[config.mk]
export PLATFORM = sky130hd
export DESIGN_NAME = miriscv_lsu
export DESIGN_NICKNAME = d
export VERILOG_FILES = /design/src/rtl/miriscv_lsu.sv
export SDC_FILE = /design/constraint.sdc
export NUM_CORES = 1
export LEC_CHECK = 0
export CORE_UTILIZATION = 31
export CTS_CLUSTER_SIZE = 16
export DETAILED_ROUTE_END_ITERATION = 8
export HOLD_SLACK_MARGIN = 0.12
export PLACE_DENSITY = 0.87
export SLEW_MARGIN = 20
export SYNTH_ARGS = -nofsm -noshare
export SYNTH_HDL_FRONTEND = slang
export SYNTH_SLANG_ARGS = --single-unit
[constraint.sdc]
create_clock -name clk -period 2.78 [get_ports clk]
set_input_delay 0.278 -clock clk [delete_from_list [all_inputs] [get_ports clk]]
set_output_delay 0.278 -clock clk [all_outputs]
set_load 0.02 [all_outputs]
[src/rtl/miriscv_lsu.sv]
`default_nettype none
// ============================================================================
//  Module   : miriscv_lsu
//  Brief    : Load/store unit. Issues one word-aligned data-memory request
//             per load/store, stalls one cycle for the synchronous-read
//             memory, and returns sign/zero-extended load data.
//  Revision : 1.0 - initial release
// ============================================================================
module miriscv_lsu (
    input  logic        clk,
    input  logic        rst_i,
    input  logic        lsu_req_i,
    input  logic        lsu_we_i,
    input  logic [2:0]  lsu_size_i,
    input  logic [31:0] lsu_addr_i,
    input  logic [31:0] lsu_data_i,
    output logic [31:0] lsu_data_o,
    output logic        lsu_stall_req_o,
    output logic        lsu_err_o,
    output logic        data_req_o,
    output logic        data_we_o,
    output logic [3:0]  data_be_o,
    output logic [31:0] data_addr_o,
    output logic [31:0] data_wdata_o,
    input  logic [31:0] data_rdata_i
);

    typedef enum logic [0:0] {
        S_IDLE = 1'b0,
        S_DONE = 1'b1
    } state_t;

    state_t      r_state;
    state_t      w_state_nxt;
    logic [2:0]  r_size;
    logic [1:0]  r_off;
    logic        r_we;
    logic        r_rst_q;

    logic        w_block;
    logic        w_legal;
    logic        w_take;
    logic [3:0]  w_be;
    logic [31:0] w_wdata;
    logic [7:0]  w_byte;
    logic [15:0] w_half;
    logic [31:0] w_ext;

    // Outputs are forced quiet while in reset and for the cycle following it.
    assign w_block = rst_i | r_rst_q;

    // Access legality: alignment per size, and size codes valid per direction.
    always_comb begin
        w_legal = 1'b0;
        case (lsu_size_i)
            3'b000:  w_legal = 1'b1;
            3'b001:  w_legal = ~lsu_addr_i[0];
            3'b010:  w_legal = (lsu_addr_i[1:0] == 2'b00);
            3'b100:  w_legal = ~lsu_we_i;
            3'b101:  w_legal = ~lsu_we_i & ~lsu_addr_i[0];
            default: w_legal = 1'b0;
        endcase
    end

    // Byte enables and lane-replicated write data; loads reuse the same enables.
    always_comb begin
        w_be    = 4'b1111;
        w_wdata = lsu_data_i;
        case (lsu_size_i[1:0])
            2'b00: begin
                w_be    = 4'b0001 << lsu_addr_i[1:0];
                w_wdata = {4{lsu_data_i[7:0]}};
            end
            2'b01: begin
                w_be    = 4'b0011 << {lsu_addr_i[1], 1'b0};
                w_wdata = {2{lsu_data_i[15:0]}};
            end
            default: begin
                w_be    = 4'b1111;
                w_wdata = lsu_data_i;
            end
        endcase
    end

    // Extract and extend the load result from the returned word.
    assign w_byte = data_rdata_i[{r_off, 3'b000} +: 8];
    assign w_half = data_rdata_i[{r_off[1], 4'b0000} +: 16];

    always_comb begin
        case (r_size)
            3'b000:  w_ext = {{24{w_byte[7]}}, w_byte};
            3'b100:  w_ext = {24'h000000, w_byte};
            3'b001:  w_ext = {{16{w_half[15]}}, w_half};
            3'b101:  w_ext = {16'h0000, w_half};
            default: w_ext = data_rdata_i;
        endcase
    end

    assign w_take = (r_state == S_IDLE) && lsu_req_i && w_legal && !w_block;

    // Next-state and output decode; everything defaults to idle/zero.
    always_comb begin
        w_state_nxt     = r_state;
        lsu_data_o      = 32'h0;
        lsu_stall_req_o = 1'b0;
        lsu_err_o       = 1'b0;
        data_req_o      = 1'b0;
        data_we_o       = 1'b0;
        data_be_o       = 4'b0000;
        data_addr_o     = 32'h0;
        data_wdata_o    = 32'h0;
        case (r_state)
            S_IDLE: begin
                if (lsu_req_i && !w_block) begin
                    if (w_legal) begin
                        data_req_o      = 1'b1;
                        data_we_o       = lsu_we_i;
                        data_be_o       = w_be;
                        data_addr_o     = {lsu_addr_i[31:2], 2'b00};
                        data_wdata_o    = w_wdata;
                        lsu_stall_req_o = 1'b1;
                        w_state_nxt     = S_DONE;
                    end else begin
                        lsu_err_o = 1'b1;
                    end
                end
            end
            S_DONE: begin
                w_state_nxt = S_IDLE;
                if (!w_block && !r_we) begin
                    lsu_data_o = w_ext;
                end
            end
            default: w_state_nxt = S_IDLE;
        endcase
    end

    // State register plus capture of size/offset/direction for the response cycle.
    always_ff @(posedge clk) begin
        if (rst_i) begin
            r_state <= S_IDLE;
            r_size  <= 3'b000;
            r_off   <= 2'b00;
            r_we    <= 1'b0;
            r_rst_q <= 1'b1;
        end else begin
            r_state <= w_state_nxt;
            r_rst_q <= 1'b0;
            if (w_take) begin
                r_size <= lsu_size_i;
                r_off  <= lsu_addr_i[1:0];
                r_we   <= lsu_we_i;
            end
        end
    end

endmodule
`default_nettype wire

==> results of run 1 <==
==> power groups by stage <==
stage               logic, mW  clock network (mW)  registers (mW)
floorplan               0.131                   0           0.121
global placement        0.345                   0           0.121
detailed placement      0.349                   0           0.121
CTS                     0.347               0.139           0.119
global route            0.369               0.149           0.120
finish                  0.346               0.136           0.119
==> through the flow <==
stage,setup WS (ns),total power [mW]
3_3_place_gp,-0.0134,0.466
2_1_floorplan,0.766,0.252
5_1_grt,0.00944,0.638
4_1_cts,0.000155,0.605
3_5_place_dp,-0.0222,0.470
6_report,0.0644,0.602
==> state kept, by name, summed over array words and instances, names as in the netlist <==
| register | cells |
|---|---|
| r_rst_q | 1 |
| r_off | 2 |
| r_size | 3 |
| r_state | 1 |
| r_we | 1 |
==> cells in the mapped netlist (2+ instances only) <==
library cell	n	area share (%)
nand2_1	48	9.4
dfxtp_1	8	8.3
buf_2	4	1.0
o22ai_1	6	1.9
a21o_1	2	0.78
a22oi_1	4	1.6
buf_4	7	2.7
buf_6	6	3.5
a221oi_1	4	1.8
inv_1	9	1.8
and2_1	38	12
a211oi_1	4	1.6
nor3_1	4	1.0
clkbuf_1	9	1.8
mux4_2	4	4.7
nor2_1	40	7.8
buf_1	3	0.58
mux2i_1	26	14
a21oi_1	32	8.3
o21ai_0	24	6.2
==> per-layer routing <==
| layer | vias up | wire length (microns) | GRT usage, % |
|---|---|---|---|
| met2 | 182 | 4850 | 51.3 |
| met1 | 1349 | 3110 | 25.6 |
| met4 | 0 | 241 | 8.04 |
| met3 | 20 | 1070 | 8.20 |
| li1 | 1426 | - | - |
| met5 | - | 0 | 0 |
==> repair_timing <==
item                       4_1_cts  5_1_grt
gates resized for setup         36       28
setup endpoints to repair       36       28
gates cloned                     0        0
hold endpoints to repair         0        0
pin swaps                        0        0
==> final cells by class <==
cell class | count | area [sq um]
repair buffers | 225 | 2270
fillers | 499 | 1800
multi-input cells | 254 | 1540
flip-flops and latches | 8 | 160
well taps | 75 | 93.8
inverters | 10 | 42.5
clock buffers | 3 | 41.3
==> tightest hold or removal path: cells and delay by family, from the launching register on <==
family	cells	cell delay (ns)
flip-flops	1	0.32
AO/OA/AOI/OAI	1	0.08
AND/OR/NAND/NOR	1	0.08
==> placed cells by master (no fill, tap or decap), types with 6 or more instances in the layout <==
master / instances
nor2_1: 40
dlymetal6s2s_1: 28
o21ai_0: 24
mux2i_1: 26
a21oi_1: 32
buf_4: 18
o22ai_1: 6
and2_1: 38
dfxtp_1: 8
clkdlybuf4s50_1: 139
inv_1: 9
nand2_1: 48
dlygate4sd2_1: 36
==> logic make-up after synthesis <==
kind of cell           share of synthesized area, %
flip-flops                                     8.31
other                                         0.195
multiplexers                                   18.2
AO/OA/AOI/OAI                                  25.2
AND/OR/NAND/NOR                                36.3
buffers and inverters                          11.8
==> final timing paths <==
check	to	startpoint	cells past startpoint
setup / recovery	data_wdata_o[22]	lsu_addr_i[1]	6
hold / removal	r_size[2]	r_size[2]	2
setup reg to reg	r_size[0]	r_rst_q	5
hold reg to reg	r_size[2]	r_size[2]	2
==> run summary, run 1 <==
Buf/Inv on CP - 3
Total gr overflow - 0
Max Slew Vio Count - 0
Peak fanout along the critical path - 29
Non-Filler Instances - 575
Number of flops mapped to enable cells by yosys - 0
Share of layout cells above drive strength 1 - 7.80%
Worst path top cell family by delay - buffers and inverters
CTS Sinks - 8
Clk_lat worst skew - 0.22 ns
# IOs - 207
Register bit total from synthesis - 8
Starting Density - 32.4%
Layout area overhead - 116%
Sw Share - 30.8%
Sequential share of the synthesized area - 8.31%
Distinct cell type count after synthesis - 38
Crit share post-route - 97.7%
Max VDD drop - 0.0977 mV
Post-layout instance area - 0.00415 sq mm
Clk network pwr share - 22.6%
CTS root buf - clkbuf_8
Hold Crit Class - reg -> reg
Status - completed
CP Data Required Time - 2.50 ns
Cells after synthesis - 300
Max stage delay on crit path - 0.61 ns
CTS tree - built
Postcts setup bufs - 0
First-pass detailed-route iteration total - 4
DRC - 0
Cell Chain, Critical Path - clkdlybuf4s50_1 -> or4_1 -> a21o_1 -> buf_12 -> nor2_1 -> clkdlybuf4s50_1
Most frequent CP cell - clkdlybuf4s50_1
Iter 0 DRT Violations - 95
Port bufs - 204
Power share of the sequential group - 19.8%
Row count - 28
Critical path class - in -> out
Placed inst area - 0.00409 sq mm
Synth warnings - 0
Fin Setup TNS - 0 ns
Post-Syn Area - 0.00193 sq mm
Final net count - 605
Die extent in y - 80.8 microns
Max-cap viol count - 0
CTS Buf Count - 3
Syn_area_per_cell - 6.42 sq um
Initial antenna violation count - 0
Post-Route WL - 9270 microns
H-Tree Depth - 1
ANT nets after route - 0
Period minus WS final - 2.72 ns
Leakage - 2.29 nW
Largest net degree at the start of global routing - 42
CP max stage cell - clkdlybuf4s50_1
Bufs on Longest Clock Path - 2
Main synth FF type - dfxtp_1
Die area - 0.00654 sq mm
Vias per cell - 5.18
FF-to-FF setup slack - 1.13 ns
Via count - 2977
Placed Cells incl. Taps - 572
Placer Congestion - 0.927
Post-synth ARST share - 0%
DP HPWL - 7440 microns
First-pass GRT wire length - 13300 microns
Vias in the first global route - 2818
Crit path DAT - 2.44 ns
Total GRT Usage - 26.1%
PD cells - 145 mW/mm^2
Combinational share of power - 57.5%
Final setup fails - 0
Worst Setup End Kind - output pin
Startpoint Class - input port
Diodes inserted - 0
Unrepaired setup endpoints after global routing - no
Placeable Area - 0.00596 sq mm
Hold slack - 0.519 ns
Highest clock rate - 368 MHz
Die span in x - 80.8 microns
Int Power - 0.417 mW
Layout Utilization - 69.7%
Psw - 0.185 mW
Hold_buf cts - 0
Wirelength per Cell - 16.1 microns
Clk pin slew, worst setup/hold paths - 0.04 ns
Layout Skew - 0.00255 ns
Final Hold Violating Endpoints - 0
No activity file was read; power rests on OpenSTA's default activity.
==> inputs of run 2 (changes only) <==
Settings changed: ABC_CLOCK_PERIOD_IN_PS from default to 2780.
==> results of run 2 <==
No change in the layout: final DEF, timing and power equal those of run 1.
